File: config.mk
export PLATFORM = sky130hd
export DESIGN_NAME = pwm_duty_ramp_sequencer
export DESIGN_NICKNAME = d
export VERILOG_FILES = /design/src/rtl/pwm_seq_pkg.sv /design/src/rtl/pwm_seq_tick.sv /design/src/rtl/pwm_duty_ramp_sequencer.sv
export SDC_FILE = /design/constraint.sdc
export NUM_CORES = 1
export LEC_CHECK = 0
export CAP_MARGIN = 40
export CELL_PAD_IN_SITES_DETAIL_PLACEMENT = 0
export CELL_PAD_IN_SITES_GLOBAL_PLACEMENT = 1
export CORE_ASPECT_RATIO = 1.2
export CORE_MARGIN = 10
export CORE_UTILIZATION = 48
export DETAILED_ROUTE_END_ITERATION = 12
export GPL_ROUTABILITY_DRIVEN = 0
export PLACE_DENSITY_LB_ADDON = 0.1
export SYNTH_ARGS = -nofsm -noshare
export SYNTH_HDL_FRONTEND = slang
export SYNTH_HIERARCHICAL = 1
export SYNTH_SLANG_ARGS = --single-unit
File: constraint.sdc
create_clock -name clk -period 10.7 [get_ports clk]
set_clock_uncertainty 0.2 [all_clocks]
set_input_delay 1.07 -clock clk [delete_from_list [all_inputs] [get_ports clk]]
set_output_delay 1.07 -clock clk [all_outputs]
set_load 0.1 [all_outputs]
File: src/rtl/pwm_seq_pkg.sv
// Shared definitions for the PWM duty ramp sequencer: FSM encoding and default widths.
// The SPI register map also imports this package.
package pwm_seq_pkg;
  localparam int DEF_DUTY_W     = 8;
  localparam int DEF_INTERVAL_W = 16;

  typedef enum logic [1:0] {
    IDLE = 2'd0,
    RAMP = 2'd1,
    DONE = 2'd2
  } seq_state_t;
endpackage

File: src/rtl/pwm_seq_tick.sv
// Step-interval counter: counts 0..int_q and asserts tick on the terminal count.
module pwm_seq_tick import pwm_seq_pkg::*; #(
  parameter int INTERVAL_W = DEF_INTERVAL_W
) (
  input  logic                  clk,
  input  logic                  rst,
  input  logic                  clr,
  input  logic                  en,
  input  logic [INTERVAL_W-1:0] int_q,
  output logic                  tick
);
  logic [INTERVAL_W-1:0] cnt;

  assign tick = en && (cnt == int_q);

  always_ff @(posedge clk or posedge rst) begin
    if (rst)       cnt <= '0;
    else if (clr)  cnt <= '0;
    else if (tick) cnt <= '0;
    else if (en)   cnt <= cnt + 1'b1;
  end
endmodule

File: src/rtl/pwm_duty_ramp_sequencer.sv
// Walks duty_out toward a latched target in saturating steps, one step per interval tick.
// Sits between the SPI duty register and pwm_peripheral for soft-start/stop.
module pwm_duty_ramp_sequencer import pwm_seq_pkg::*; #(
  parameter int                DUTY_W     = DEF_DUTY_W,
  parameter int                INTERVAL_W = DEF_INTERVAL_W,
  parameter logic [DUTY_W-1:0] RESET_DUTY = '0
) (
  input  logic                  clk,
  input  logic                  rst,
  input  logic                  ena,
  input  logic                  start,
  input  logic                  abort,
  input  logic                  load,
  input  logic [DUTY_W-1:0]     load_value,
  input  logic [DUTY_W-1:0]     target,
  input  logic [DUTY_W-1:0]     step,
  input  logic [INTERVAL_W-1:0] interval,
  output logic [DUTY_W-1:0]     duty_out,
  output logic                  busy,
  output logic                  done
);
  seq_state_t            state_q, state_d;
  logic [DUTY_W-1:0]     tgt_q, stp_q, duty_d, step_res;
  logic [INTERVAL_W-1:0] int_q;
  logic                  latch, cnt_clr, cnt_en, tick;
  logic [DUTY_W:0]       up_sum, dn_thr;

  pwm_seq_tick #(.INTERVAL_W(INTERVAL_W)) u_tick (
    .clk   (clk),
    .rst   (rst),
    .clr   (cnt_clr),
    .en    (cnt_en),
    .int_q (int_q),
    .tick  (tick)
  );

  // One extra bit so the sum/threshold can't wrap; result saturates at tgt_q.
  assign up_sum = {1'b0, duty_out} + {1'b0, stp_q};
  assign dn_thr = {1'b0, tgt_q} + {1'b0, stp_q};

  always_comb begin
    step_res = tgt_q;
    if (duty_out < tgt_q) begin
      if (up_sum < {1'b0, tgt_q}) step_res = up_sum[DUTY_W-1:0];
    end else if ({1'b0, duty_out} >= dn_thr) begin
      step_res = duty_out - stp_q;
    end
  end

  always_comb begin
    state_d = state_q;
    duty_d  = duty_out;
    latch   = 1'b0;
    cnt_clr = 1'b0;
    cnt_en  = 1'b0;
    if (ena) begin
      unique case (state_q)
        IDLE: begin
          if (start) begin
            latch   = 1'b1;
            cnt_clr = 1'b1;
            state_d = RAMP;
          end else if (load) begin
            duty_d = load_value;
          end
        end
        RAMP: begin
          if (abort) begin
            state_d = IDLE;
          end else if (start) begin
            latch   = 1'b1;
            cnt_clr = 1'b1;
          end else begin
            cnt_en = 1'b1;
            if (tick) begin
              duty_d = step_res;
              if (step_res == tgt_q) state_d = DONE;
            end
          end
        end
        DONE: begin
          if (abort) begin
            state_d = IDLE;
          end else if (start) begin
            latch   = 1'b1;
            cnt_clr = 1'b1;
            state_d = RAMP;
          end else begin
            state_d = IDLE;
          end
        end
        default: state_d = IDLE;
      endcase
    end
  end

  // busy/done are flopped from the next state so they line up with state_q.
  always_ff @(posedge clk or posedge rst) begin
    if (rst) begin
      state_q  <= IDLE;
      duty_out <= RESET_DUTY;
      busy     <= 1'b0;
      done     <= 1'b0;
      tgt_q    <= '0;
      stp_q    <= '0;
      int_q    <= '0;
    end else begin
      state_q  <= state_d;
      duty_out <= duty_d;
      busy     <= (state_d == RAMP);
      done     <= (state_d == DONE);
      if (latch) begin
        tgt_q <= target;
        stp_q <= (step == '0) ? {{(DUTY_W-1){1'b0}}, 1'b1} : step;
        int_q <= interval;
      end
    end
  end
endmodule

==> impl_metrics.env, run 1 <==
export IMPL_holdBufCountCts=0
export IMPL_arrival_ns=4.67
export IMPL_clock_fmax_mhz=215
export IMPL_async_flop_share=1.00
export IMPL_synth_seq_cells=60
export IMPL_clk_insertion_delay_late_ns=0.33
export IMPL_grt_pass1_wl_um=23400
export IMPL_synth_simple_area_share=0.200
export IMPL_netlist_area_leader_share=0.294
export IMPL_start_kind="flop"
export IMPL_synth_top_family_by_area="compound AO/OA/AOI/OAI gates"
export IMPL_syn_area_per_cell_um2=8.94
export IMPL_synth_compound_area_frac=0.234
export IMPL_flow_area_growth_from_synthesis_pct=21.7
export IMPL_maxCapViolations=0
export IMPL_cts_root_buf="clkbuf_16"
export IMPL_status="complete, no violations"
export IMPL_tritoncts="built"
export IMPL_antenna_found_initial=0
export IMPL_path_class="flop to flop"
export IMPL_dp_hpwl_um=11100
export IMPL_cts_sinks=60
export IMPL_synth_xor_area_frac=0.0795
export IMPL_cts_resized_gates=0
export IMPL_synth_area_leaders="dfrtp_1, ha_1, nand2_1, xnor2_1, o21ai_0"
export IMPL_cts_setup_buffers=0
export IMPL_wl_um=14100
export IMPL_drc=0
export IMPL_design_core_area_um2=10500
export IMPL_seq_area_frac_synth=0.294
export IMPL_yosysWarnings=6
export IMPL_slew_headroom=0.541
export IMPL_via_count=4440
export IMPL_tns_ns=0
export IMPL_drive_gt1_frac=0.118
export IMPL_setup_violations=0
export IMPL_ys_types=79
export IMPL_ant_nets=0
export IMPL_grt_overflow=0
export IMPL_rows=41
export IMPL_drtPass1Iterations=5
export IMPL_clockBufferDepth=2
export IMPL_hold_violations=0
export IMPL_fin_crit_sh=0.435
export IMPL_yosys_most_used_dff="dfrtp_1"
export IMPL_final_common_cell="nand2_1"
export IMPL_via_per_inst=5.82
export IMPL_synth_top_cell_by_area="dfrtp_1"
export IMPL_fin_crit_ns=4.66
export IMPL_finalMaxSlewViolations=0
export IMPL_start_util=0.489
export IMPL_grt_pass1_vias=4592
export IMPL_io_pins=56
export IMPL_die_h_um=133
export IMPL_synthAdderAreaFrac=0.134
export IMPL_worstMarginPinSlew_ns=0.684
export IMPL_cp_end_kind="flop"
export IMPL_diodes=0
export IMPL_drtIter0Drc=238
export IMPL_worstHoldPathType="flop to flop"
export IMPL_nets=729
export IMPL_grt_usage=0.190
export IMPL_syn_inst=572
export IMPL_io_buffers=55
export IMPL_final_cell_mix="nand2_1, dfrtp_1, clkdlybuf4s50_1, ha_1, xnor2_1"
export IMPL_path_max_fanout=13
export IMPL_yosys_mux_area_fraction=0.00856
export IMPL_cp_required_ns=10.71
export IMPL_die_w_um=114
export IMPL_syn_nets=671
export IMPL_cts_htree_levels=3
export IMPL_synth_edf_count=0
export IMPL_grt_max_degree=38
export IMPL_die_area_um2=15200
export IMPL_path_clk_slew_ns=0.05
export IMPL_layout_setup_ws_ns=6.04
export IMPL_synth_area_um2=5110
export IMPL_cts_inserted_buffers=9
export IMPL_wl_per_cell_um=18.5
export IMPL_dp_slack_ns=6.10
export IMPL_rsz0062_at_grt="false"
kinds of logic (layout without fill, tap and decap cells):
group                    count (synthesis)  after routing
AND/OR/NAND/NOR                        197            197
multiplexers                             4              4
flip-flops                              60             60
buffers and inverters                   56            118
XOR/XNOR                                44             44
adder cells (fa/ha/maj)                 53             53
AO/OA/AOI/OAI                          158            158
worst paths after layout:
| path | slack [ns] | to | from | cells after the start |
|---|---|---|---|---|
| max | 6.04 | done | duty_out[4] | 15 |
| min | 0.29 | int_q[8] | int_q[8] | 2 |
| max reg2reg | 6.04 | done | duty_out[4] | 15 |
| min reg2reg | 0.29 | int_q[8] | int_q[8] | 2 |
| max in group asynchronous | 8.89 | duty_out[4] | rst | 3 |
| min in group asynchronous | 0.91 | int_q[8] | rst | 2 |
area by class of cell:
class	instances	area, um^2
clock inverters	3	45.0
flip-flops and latches	60	1500
repair buffers	70	771
multi-input cells	456	3360
inverters	33	124
fillers	940	4240
well taps	129	161
clock buffers	12	267
worst max-delay path, stage by stage (launching register included):
cell and delay (ns):
dfrtp_1 0.45, ha_1 0.58, inv_1 0.13, a22o_1 0.27, or3_1 0.36, a21o_2 0.21
and2_1 0.17, ha_1 0.19, a211oi_2 0.28, o211ai_1 0.17, o2bb2ai_2 0.22, o21ai_2 0.16
or2_1 0.37, a2111oi_4 0.43, a2111oi_2 0.11, a32o_1 0.27
sequential cells by signal, summed over array words and instances (netlist names):
register    count
busy            1
done            1
duty_out        8
int_q          16
state_q         2
stp_q           8
tgt_q           8
u_tick/cnt     16
through the flow:
| step | utilization | cell area [um^2] | cells | hold slack, ns |
|---|---|---|---|---|
| 5_1_grt | 0.595 | 6230 | 763 | 0.327 |
| 2_1_floorplan | - | 5110 | 572 | 0.267 |
| 3_5_place_dp | 0.565 | 5910 | 748 | 0.285 |
| 4_1_cts | 0.595 | 6230 | 763 | 0.298 |
| 3_3_place_gp | 0.546 | 5720 | 736 | 0.280 |
| 6_report | 0.595 | 6230 | 763 | 0.293 |
synth_stat cells (8+ instances only):
| master | number |
|---|---|
| nand2_1 | 85 |
| dfrtp_1 | 60 |
| ha_1 | 50 |
| xnor2_1 | 35 |
| inv_1 | 32 |
| o21ai_0 | 30 |
| a21oi_1 | 24 |
| nor2_1 | 19 |
| a211oi_1 | 13 |
| nand2b_1 | 13 |
| a21o_1 | 12 |
| a31oi_1 | 12 |
| clkbuf_1 | 12 |
| nand3_1 | 12 |
| nor3_1 | 9 |
| o211ai_1 | 9 |
| nor2b_1 | 8 |
| or2_2 | 8 |
layer usage:
metal,share of wire,global-route usage
met5,0,0
met4,0.026,0.0704
met3,0.024,0.0308
met2,0.55,0.348
met1,0.40,0.211
Power of run 1 is left out: the tool's default activity adds up to more than one toggle a clock period on the data nets, which glitch-free logic cannot reach.
==> run 2, diff against run 1 <==
--- a/config.mk
+++ b/config.mk
@@ -10,7 +10,7 @@
 export CELL_PAD_IN_SITES_GLOBAL_PLACEMENT = 1
 export CORE_ASPECT_RATIO = 1.2
 export CORE_MARGIN = 10
-export CORE_UTILIZATION = 48
+export CORE_UTILIZATION = 44
 export DETAILED_ROUTE_END_ITERATION = 12
 export GPL_ROUTABILITY_DRIVEN = 0
 export PLACE_DENSITY_LB_ADDON = 0.1
==> constraint.sdc (replaced) <==
create_clock -name clk -period 4.36 [get_ports clk]
set_clock_uncertainty 0.2 [all_clocks]
set_input_delay 0.436 -clock clk [delete_from_list [all_inputs] [get_ports clk]]
set_output_delay 0.436 -clock clk [all_outputs]
set_load 0.1 [all_outputs]
==> run 2 against run 1 <==
  * Final cell count increased by 6.6%
  * Worst hold slack improved by 0.00076 ns
  * Register-to-register slack got worse by 5.8 ns
  * Sequential share of layout area decreased by 0.87 points
  * Worst setup slack got worse by 5.8 ns
  * Non-clock buffer count increased by 21
  * Count of clock-buffer cells in the layout decreased by 2
  * Critical path depth increased by 2
  * Flip-flop and latch count unchanged
  * First-iteration DRC count decreased by 13%
  * Global-route usage decreased by 0.62 points
  * Via count increased by 1.3%
==> impl_metrics.env, run 2 (same netlist as run 1, synthesis figures left out) <==
export IMPL_tritoncts="built"
export IMPL_r2r_start="tgt_q[1]"
export IMPL_cp_required_ns=4.41
export IMPL_die_h_um=138
export IMPL_hold_violations=0
export IMPL_antenna_found_initial=0
export IMPL_io_pins=56
export IMPL_cts_root_buf="clkbuf_16"
export IMPL_grt_overflow=0
export IMPL_grt_pass1_wl_um=24400
export IMPL_reg2reg_slack_ns=0.20
export IMPL_ant_nets=0
export IMPL_start_util=0.446
export IMPL_via_per_inst=5.53
export IMPL_reg2reg_to="state_q[1]"
export IMPL_holdWs_ns=0.293
export IMPL_cts_htree_levels=3
export IMPL_maxCapViolations=0
export IMPL_drive_gt1_frac=0.174
export IMPL_dp_slack_ns=-0.0219
export IMPL_diodes=0
export IMPL_worstMarginPinSlew_ns=0.672
export IMPL_reg2reg_depth=17
export IMPL_top_regs="int_q (16), u_tick/cnt (16)"
export IMPL_wl_um=15000
export IMPL_clockBufferDepth=2
export IMPL_finalMaxSlewViolations=0
export IMPL_drtIter0Drc=206
export IMPL_postPlaceCellArea_um2=6060
export IMPL_drc=0
export IMPL_fin_area_um2=6500
export IMPL_setup_violations=0
export IMPL_path_clk_slew_ns=0.06
export IMPL_cts_sinks=60
export IMPL_clock_fmax_mhz=240
export IMPL_start_kind="flop"
export IMPL_drtPass1Iterations=7
export IMPL_flow_area_growth_from_synthesis_pct=27.1
export IMPL_grt_max_degree=38
export IMPL_fin_crit_sh=0.955
export IMPL_die_w_um=118
export IMPL_final_cell_mix="nand2_1, clkdlybuf4s50_1, dfrtp_1, ha_1, xnor2_1"
export IMPL_clk_insertion_delay_late_ns=0.33
export IMPL_worstHoldPathType="input pin to asynchronous set/reset pin"
export IMPL_arrival_ns=4.21
export IMPL_nets=750
export IMPL_die_area_um2=16400
export IMPL_fin_crit_ns=4.16
export IMPL_cp_end_kind="flop"
export IMPL_path_max_fanout=8
export IMPL_io_buffers=55
export IMPL_grt_pass1_vias=4615
export IMPL_rows=43
export IMPL_grt_usage=0.183
export IMPL_design_core_area_um2=11500
export IMPL_cts_inserted_buffers=9
export IMPL_path_class="flop to flop"
export IMPL_slew_headroom=0.552
export IMPL_final_common_cell="nand2_1"
export IMPL_status="complete, no violations"
export IMPL_wl_per_cell_um=18.4
export IMPL_dp_hpwl_um=11800
export IMPL_layout_setup_ws_ns=0.196
export IMPL_via_count=4498
-- run 2: cell count changes in the layout (fill, tap and decap cells not counted), sizes merged --
cell      before  now
clkbuf        12   10
clkinvlp       2    1
inv           32   34
bufinv         1    2
buf           15   36
clkinv         1    2
-- run 2: final cells by class --
cell class | instances | area, um^2
fill | 1075 | 4960
sequential | 60 | 1510
timing repair buffer | 91 | 908
multi-input combinational | 456 | 3430
clock inverter | 6 | 93.8
inverter | 33 | 124
clock buffer | 10 | 239
tap | 157 | 196
-- run 2: repair_timing --
item / 4_1_cts / 5_1_grt
pin swaps: 0 / 5
setup buffers: 2 / 3
gates cloned: 0 / 0
setup endpoints to repair: 4 / 10
hold buffers: 0 / 0
gates resized for setup: 0 / 15
hold endpoints to repair: 0 / 0
-- run 2: critical path, stage by stage, from the launching register on --
cell      delay (ns)
dfrtp_1         0.43
ha_1            0.31
a21o_1          0.20
a21oi_2         0.18
o21bai_1        0.10
a21oi_2         0.18
o21bai_1        0.08
a21oi_1         0.17
xor2_1          0.17
ha_1            0.27
and3_1          0.22
a221oi_2        0.23
o21ai_1         0.14
o21ai_4         0.15
nor2_2          0.13
o22a_1          0.29
a2111o_1        0.43
o31ai_2         0.21
-- run 2: per-stage QoR --
| step | std cells | utilization | TNS [ns] |
|---|---|---|---|
| after floorplan | 572 | - | 0 |
| after global placement | 781 | 0.514 | 0 |
| after detailed placement | 792 | 0.529 | -0.0381 |
| after CTS | 810 | 0.559 | -0.0159 |
| after global routing | 813 | 0.567 | -0.0237 |
| final | 813 | 0.567 | 0 |
-- run 2: layer usage --
| layer | routed length [um] | global-route usage |
|---|---|---|
| met5 | 0 | 0 |
| met3 | 531 | 0.0208 |
| met1 | 5840 | 0.201 |
| met4 | 582 | 0.101 |
| met2 | 8040 | 0.335 |
-- run 2: worst max path at each step --
stage | from | to | cells after the start
detailed placement | tgt_q[1] | done | 17
floorplan | duty_out[3] | done | 17
CTS | tgt_q[1] | done | 17
finish | tgt_q[1] | state_q[1] | 17
global placement | tgt_q[1] | done | 17
global route | tgt_q[1] | state_q[1] | 17
Power of run 2 is left out for the same reason.
